**src/rtl/evg_hardware_trigger_decoder.sv**
```systemverilog
// EVG hardware trigger decoder: consumes the event-code stream and drives per-channel
// programmable-width trigger pulses. Define EVG_HWTRIG_DELAY_EN for per-channel trigger delay.
module evg_hardware_trigger_decoder #(
    parameter int unsigned HARDWARE_TRIGGER_COUNT = 8,
    parameter int unsigned EVENTCODE_WIDTH        = 8,
    parameter int unsigned PULSE_WIDTH_WIDTH      = 8
) (
    input  logic                              evgTxClk,
    input  logic                              evgTxRst,
    input  logic                              sysCSRstrobe,
    input  logic [31:0]                       sysGPIO_OUT,
    output logic [31:0]                       status,
    input  logic [EVENTCODE_WIDTH-1:0]        evgEventTDATA,
    input  logic                              evgEventTVALID,
    output logic                              evgEventTREADY,
    output logic [HARDWARE_TRIGGER_COUNT-1:0] hwTriggers
);

    localparam int unsigned CH_N = HARDWARE_TRIGGER_COUNT;
    localparam int unsigned EW   = EVENTCODE_WIDTH;
    localparam int unsigned PW   = PULSE_WIDTH_WIDTH;
    localparam int unsigned AW   = 3;
    localparam int unsigned DW   = 8;

    logic [EW-1:0]   code_q  [CH_N];
    logic [EW-1:0]   code_d  [CH_N];
    logic [PW-1:0]   width_q [CH_N];
    logic [PW-1:0]   width_d [CH_N];
    logic [PW-1:0]   cnt_q   [CH_N];
    logic [PW-1:0]   cnt_d   [CH_N];
    logic [AW-1:0]   rbk_q, rbk_d;
    logic            ev_vld_q, ev_vld_d;
    logic [EW-1:0]   ev_code_q, ev_code_d;
    logic            tready_q, tready_d;
    logic [CH_N-1:0] hw_q, hw_d;
    logic [31:0]     status_q, status_d;

    logic            wr_en;
    logic [AW-1:0]   wr_ch;
    logic [CH_N-1:0] match;
    logic            unused_gpio;

`ifdef EVG_HWTRIG_DELAY_EN
    logic [DW-1:0]   delay_q  [CH_N];
    logic [DW-1:0]   delay_d  [CH_N];
    logic [DW-1:0]   dcnt_q   [CH_N];
    logic [DW-1:0]   dcnt_d   [CH_N];
    logic [PW-1:0]   pend_w_q [CH_N];
    logic [PW-1:0]   pend_w_d [CH_N];
    logic            dly_wr;
`endif

    assign unused_gpio = ^{sysGPIO_OUT[29:24], sysGPIO_OUT[15:11]};

    // Width 0 is treated as a single-cycle pulse.
    function automatic logic [PW-1:0] pulse_len(input logic [PW-1:0] w);
        return (w == '0) ? PW'(1) : w;
    endfunction

    // Register file, event capture, code compare and pulse/delay counters.
    always_comb begin
        code_d    = code_q;
        width_d   = width_q;
        cnt_d     = cnt_q;
        rbk_d     = rbk_q;
        hw_d      = '0;
        match     = '0;
        tready_d  = 1'b1;
        ev_vld_d  = evgEventTVALID && tready_q;
        ev_code_d = evgEventTVALID ? evgEventTDATA : ev_code_q;
        wr_en     = sysCSRstrobe && sysGPIO_OUT[31] && !sysGPIO_OUT[30];
        wr_ch     = sysGPIO_OUT[10:8];
`ifdef EVG_HWTRIG_DELAY_EN
        delay_d   = delay_q;
        dcnt_d    = dcnt_q;
        pend_w_d  = pend_w_q;
        dly_wr    = sysCSRstrobe && sysGPIO_OUT[31] && sysGPIO_OUT[30];
`endif

        if (wr_en) begin
            code_d[wr_ch]  = EW'(sysGPIO_OUT[7:0]);
            width_d[wr_ch] = PW'(sysGPIO_OUT[23:16]);
        end
`ifdef EVG_HWTRIG_DELAY_EN
        if (dly_wr) begin
            delay_d[wr_ch] = DW'(sysGPIO_OUT[7:0]);
        end
`endif
        if (sysCSRstrobe) begin
            rbk_d = sysGPIO_OUT[10:8];
        end

        for (int ch = 0; ch < CH_N; ch++) begin
            // Event code zero is reserved and never fires; a zero-coded channel is thereby disabled.
            match[ch] = ev_vld_q && (ev_code_q != '0) && (code_q[ch] == ev_code_q);

            if (cnt_q[ch] != '0) begin
                cnt_d[ch] = cnt_q[ch] - PW'(1);
            end
`ifdef EVG_HWTRIG_DELAY_EN
            if (dcnt_q[ch] != '0) begin
                dcnt_d[ch] = dcnt_q[ch] - DW'(1);
            end
            if (dcnt_q[ch] == DW'(1)) begin
                cnt_d[ch] = pend_w_q[ch];
            end
            // A match while a delayed pulse is pending is dropped.
            if (match[ch] && (dcnt_q[ch] == '0)) begin
                if (delay_q[ch] == '0) begin
                    cnt_d[ch] = pulse_len(width_q[ch]);
                end else begin
                    dcnt_d[ch]   = delay_q[ch];
                    pend_w_d[ch] = pulse_len(width_q[ch]);
                end
            end
`else
            if (match[ch]) begin
                cnt_d[ch] = pulse_len(width_q[ch]);
            end
`endif
            hw_d[ch] = (cnt_d[ch] != '0);
        end

        status_d            = '0;
        status_d[EW-1:0]    = code_q[rbk_q];
        status_d[8 +: AW]   = rbk_q;
        status_d[16 +: CH_N] = hw_q;
`ifdef EVG_HWTRIG_DELAY_EN
        status_d[24 +: DW]  = delay_q[rbk_q];
`endif
    end

    always_ff @(posedge evgTxClk) begin
        if (evgTxRst) begin
            for (int i = 0; i < CH_N; i++) begin
                code_q[i]   <= '0;
                width_q[i]  <= '0;
                cnt_q[i]    <= '0;
`ifdef EVG_HWTRIG_DELAY_EN
                delay_q[i]  <= '0;
                dcnt_q[i]   <= '0;
                pend_w_q[i] <= '0;
`endif
            end
            rbk_q     <= '0;
            ev_vld_q  <= 1'b0;
            ev_code_q <= '0;
            tready_q  <= 1'b0;
            hw_q      <= '0;
            status_q  <= '0;
        end else begin
            code_q    <= code_d;
            width_q   <= width_d;
            cnt_q     <= cnt_d;
`ifdef EVG_HWTRIG_DELAY_EN
            delay_q   <= delay_d;
            dcnt_q    <= dcnt_d;
            pend_w_q  <= pend_w_d;
`endif
            rbk_q     <= rbk_d;
            ev_vld_q  <= ev_vld_d;
            ev_code_q <= ev_code_d;
            tready_q  <= tready_d;
            hw_q      <= hw_d;
            status_q  <= status_d;
        end
    end

    assign status         = status_q;
    assign hwTriggers     = hw_q;
    assign evgEventTREADY = tready_q;

endmodule

```
**config.mk**
```make
export PLATFORM = sky130hd
export DESIGN_NAME = evg_hardware_trigger_decoder
export DESIGN_NICKNAME = d
export VERILOG_FILES = /design/src/rtl/evg_hardware_trigger_decoder.sv
export SDC_FILE = /design/constraint.sdc
export NUM_CORES = 1
export LEC_CHECK = 0
export CAP_MARGIN = 20
export CORE_MARGIN = 2
export CORE_UTILIZATION = 35
export CTS_CLUSTER_DIAMETER = 150
export DETAILED_ROUTE_END_ITERATION = 7
export GPL_TIMING_DRIVEN = 0
export PLACE_DENSITY_LB_ADDON = 0.05
export SKIP_CTS_REPAIR_TIMING = 1
export SYNTH_ARGS = -nofsm -noshare
export SYNTH_HDL_FRONTEND = slang
export SYNTH_SLANG_ARGS = --single-unit
```
**constraint.sdc**
```tcl
create_clock -name evgTxClk -period 4.39 [get_ports evgTxClk]
set_clock_uncertainty 0.2 [all_clocks]
set_input_delay 0.878 -clock evgTxClk [delete_from_list [all_inputs] [get_ports evgTxClk]]
set_output_delay 0.878 -clock evgTxClk [all_outputs]
set_load 0.02 [all_outputs]
```
# Word level (Yosys, flattened, before mapping)
# Index checks and enable logic that the tools add are counted.
# classes
n_addsub	8
eq_ne	8
magnitude_cmp	3
n_mux	32
reduce_logical	39
n_bitwise	2
# ops
cell	n
two-way mux 8 bit	27
nonzero test 8 bit	17
bitwise mux 64 bit	2
equality test 8 bit	8
logical NOT 8 bit	8
subtractor 8 x 1 -> 8 bit, second input constant	8
binary-select mux 8 bit (select 3 bit)	1
demux 8 bit (select 3 bit)	1
logical AND 1 bit	13
greater-or-equal comparator 4 bit, second input constant	2
inverter 3 -> 4 bit	2
< comparator 4 x 1 -> 1 bit, second input constant	1
logical NOT 1 bit	1
two-way mux 1 bit	1
# word_totals
in_bits	44
register_bits	245
output_inout_bits	41
wordCells	123

# Logic depth before layout (Yosys ltp)
# logic_depth
depth_word	6
mapped_depth	9
ltp_nobuf	7

# Least setup slack after synthesis
# OpenSTA, ideal clock, no wires.
# synth_path
path_kind	input to register
from	in sysCSRstrobe
to	reg code_q[40] (netlist name)
path_stages	9
path_buffers	4
arrival_ns	2.275
path_slack_ns	1.787
t_required_ns	4.062
setup_ns	0.128
path_cell_list	buf_2 > nand2_1 > nor3_1 > clkbuf_1 > nand3b_1 > clkbuf_1 > buf_2 > mux2i_1 > nor2_1
# synth_via
elab_chain_cells	2
# synth_lines
item	line	text
start, declared	10	input logic sysCSRstrobe,
logical AND 1 bit (2 in a row)	71	wr_en = sysCSRstrobe && sysGPIO_OUT[31] && !sysGPIO_OUT[30];
end signal, assigned	152	code_q <= code_d;
end, declared	25	logic [EW-1:0] code_q [CH_N];
# No other way between the ends.
# A chain may end at the register's enable or synchronous reset.

# Worst setup path after layout
# layout_path
from	in sysGPIO_OUT[8]
to	reg code_q[12] (netlist name)
# layout_via
elab_chain_cells	6
word_cells_on_any_way	7
cone_classes	2 x order compare; 3 x mux; 1 x bitwise; 1 x reduce/logical
# layout_lines
item	line	text
start, declared	11	input logic [31:0] sysGPIO_OUT,
inverter 3 -> 4 bit (implied by the code) *	81	code_d[wr_ch] = EW'(sysGPIO_OUT[7:0]);
greater-or-equal comparator 4 bit (implied by the code) / < comparator 4 x 1 -> 1 bit (equally long branches)	81	
logical AND 1 bit (implied by the code)	81	
two-way mux 8 bit (implied by the code)	81	
demux 8 bit (select 3 bit) *	81	
bitwise mux 64 bit *	81	
# Mark *: on every way between the ends. The rest lies on a longest branch, timed or not.

==> results.sh <==
export IMPL_status="completed"
export IMPL_vdd_drop_max_v=0.000328
export IMPL_critPathCaptureType="register"
export IMPL_r2r_end="hwTriggers[1]$_SDFF_PP0_"
export IMPL_insertion_delay_ns=0.54
export IMPL_powerDensity_nw_per_um2=603
export IMPL_fp_dieW_um=186
export IMPL_clk_pin_slew_ns=0.06
export IMPL_fin_nets=1460
export IMPL_yosysWarnings=0
export IMPL_ys_async_sr_fraction=0
export IMPL_synthAdderAreaFrac=0.0173
export IMPL_synth_cells=1317
export IMPL_p_total_w=0.00823
export IMPL_cts_tree="yes"
export IMPL_synthSimpleGateAreaFrac=0.207
export IMPL_grt_max_degree=14
export IMPL_drc=0
export IMPL_synth_distinct_cells=55
export IMPL_max_slew_margin=0.345
export IMPL_cp_cell_sequence="clkdlybuf4s50_1 -> nor3_1 -> and3_1 -> clkbuf_1 -> buf_2 -> mux2i_1 -> nor2_1"
export IMPL_start_kind="input pin"
export IMPL_hold_class="register to register"
export IMPL_cts_root_buffer="clkbuf_16"
export IMPL_crit_fanout=10
export IMPL_ant_nets=0
export IMPL_first_pass_iters=5
export IMPL_design_area_um2=13600
export IMPL_worstRegToRegCells=9
export IMPL_layout_drive_gt1_share=0.0957
export IMPL_antenna_found_initial=1
export IMPL_viasPerCell=5.07
export IMPL_netlist_top_cells_area="dfxtp_1, mux2i_1, xnor2_1, nor2_1, nand2_1"
export IMPL_core_area_um2=32500
export IMPL_worst_pin_slew_ns=0.983
export IMPL_critical_path_required_ns=4.59
export IMPL_place_congestion=0.789
export IMPL_ys_seq_area_frac=0.402
export IMPL_critPathKind="input pin to register"
export IMPL_num_rows=66
export IMPL_area_growth_pct=17.9
export IMPL_synth_top_area_frac=0.402
export IMPL_worstHoldPathCells=1
export IMPL_num_vias=9437
export IMPL_synth_edff_count=0
export IMPL_start_util=0.356
export IMPL_clock_sinks=232
export IMPL_die_h_um=186
export IMPL_max_freq_mhz=326
export IMPL_routed_wl_um=34100
export IMPL_synth_ff_type="dfxtp_1"
export IMPL_fill_cells=3340
export IMPL_grt_overflow=0
export IMPL_yosysMostFrequentCell="dfxtp_1"
export IMPL_wl_per_cell_um=18.3
export IMPL_first_global_vias=8753
export IMPL_drv_cap=0
export IMPL_synth_compound_area_frac=0.0973
export IMPL_fp_dieArea_um2=34500
export IMPL_h_tree_depth=1
export IMPL_synthMuxAreaShare=0.145
export IMPL_grt_pass1_wl_um=52400
export IMPL_dp_hpwl_um=24800
export IMPL_synth_top_area_cell="dfxtp_1"
export IMPL_power_leakage_nw=5.03
export IMPL_io_pins=85
export IMPL_synth_xor_area_frac=0.0697
export IMPL_slowest_delay_ns=0.51
export IMPL_path_delay_family="buffers and inverters"
export IMPL_timing_rr_start="cnt_q[48]$_SDFF_PP0_"
export IMPL_rsz0062_at_grt="false"
export IMPL_cp_num_buf_inv=3
export IMPL_worstPathArrival_ns=3.27
export IMPL_slew_viol_final=0
export IMPL_dpl_cell_area_um2=12600
export IMPL_setup_viol=0
export IMPL_synth_commonest_cells="dfxtp_1, nor2_1, nand2_1, mux2i_1, xnor2_1"
export IMPL_diodes=0
export IMPL_drt_initial_drc_count=536
export IMPL_r2r_slack_ns=1.63
export IMPL_grt_use_total=0.198
export IMPL_synth_area_um2=11600
export IMPL_port_buffers=39
export IMPL_hold_violations=0
export IMPL_critical_path_slowest_cell="clkdlybuf4s50_1"
export IMPL_synth_seq_cells=232
export IMPL_layout_min_cycle_time_ns=3.07
export IMPL_synth_top_family_by_area="simple AND/OR/NAND/NOR gates"
export IMPL_hp_start="hwTriggers[7]$_SDFF_PP0_"
export IMPL_syn_avg_cell_area_um2=8.78
export IMPL_final_setup_tns_ns=0
export IMPL_post_route_period_util=0.700
export IMPL_clockBufferDepth=3
export IMPL_cts_buffers=28
export IMPL_worstHoldEndpoint="status[23]$_SDFF_PP0_"
registers in the layout, summed over array words and instances, names as in the netlist:
name,cells
cnt_q,64
width_q,64
code_q,64
hwTriggers,8
ev_code_q,8
evgEventTREADY,1
ev_vld_q,1
status,19
rbk_q,3
metal layers:
layer / track usage / wire, µm / part of all wire
met5: 0 / 11 / 0.00032
met4: 0.0444 / 686 / 0.020
met1: 0.290 / 16900 / 0.49
met2: 0.307 / 14900 / 0.44
met3: 0.0278 / 1650 / 0.049
report_power, final:
group,total [W],internal (W),switching [W]
Sequential,0.00270,0.00240,0.000300
Clock,0.00262,0.00168,0.000931
Combinational,0.00291,0.00136,0.00155
cells by family (layout without fill, tap and decap cells):
group,Yosys count,count (layout)
fa+ha+maj,16,16
other cells,1,13
buf+inv,156,248
xor+xnor,92,92
compound gates,180,180
mux,146,146
simple gates,494,494
flops,232,232
stage by stage:
| step | std cells | utilization | setup slack (ns) | hold WS [ns] |
|---|---|---|---|---|
| 4_1_cts | 1863 | 0.419 | 1.35 | 0.264 |
| 2_1_floorplan | 1329 | - | 1.79 | 0.236 |
| 3_5_place_dp | 1812 | 0.387 | 0.789 | 0.255 |
| 6_report | 1863 | 0.419 | 1.32 | 0.261 |
| 3_3_place_gp | 1810 | 0.386 | 0.796 | 0.248 |
| 5_1_grt | 1863 | 0.419 | 1.15 | 0.280 |
final cells by class:
type,count,area (µm²),area share
buffer,121,591,0.0433
clock buffer,41,851,0.0624
clock inverter,10,200,0.0147
inverter,35,131,0.00963
multi-input combinational,941,6250,0.458
sequential,232,4640,0.341
tap,442,553,0.0406
timing repair buffer,41,420,0.0308
placed cells by master, fill, tap and decap left out, drive strengths merged, types with 4 or more instances in the layout:
cell type / Yosys / routed
a211o: 8 / 8
a211oi: 22 / 22
a21boi: 5 / 5
a21oi: 87 / 87
a311oi: 6 / 6
a31oi: 9 / 9
and2: 6 / 6
and3: 5 / 5
buf: 50 / 52
bufinv: 0 / 6
clkbuf: 71 / 112
clkdlybuf4s50: 0 / 39
clkinv: 0 / 4
conb: 1 / 13
dfxtp: 232 / 232
ha: 16 / 16
inv: 35 / 35
mux2: 11 / 11
mux2i: 119 / 119
mux4: 16 / 16
nand2: 124 / 124
nand3: 22 / 22
nand3b: 9 / 9
nand4: 18 / 18
nor2: 169 / 169
nor2b: 18 / 18
nor3: 39 / 39
nor3b: 14 / 14
nor4: 28 / 28
o21a: 6 / 6
o21ai: 20 / 20
o31ai: 7 / 7
or3: 16 / 16
or4: 16 / 16
xnor2: 88 / 88
xor2: 4 / 4
how the worst max path moves through the flow:
| stage | from | endpoint | cells past startpoint |
|---|---|---|---|
| 6_report | sysGPIO_OUT[8] | code_q[12]$_SDFFE_PP0P_ | 7 |
| 5_1_grt | sysGPIO_OUT[8] | code_q[54]$_SDFFE_PP0P_ | 6 |
| 4_1_cts | sysGPIO_OUT[8] | code_q[25]$_SDFFE_PP0P_ | 8 |
| 3_5_place_dp | sysGPIO_OUT[8] | code_q[26]$_SDFFE_PP0P_ | 8 |
| 3_3_place_gp | sysGPIO_OUT[8] | code_q[26]$_SDFFE_PP0P_ | 8 |
| 2_1_floorplan | sysCSRstrobe | code_q[40]$_SDFFE_PP0P_ | 9 |
(Power assumes the default switching activity.)
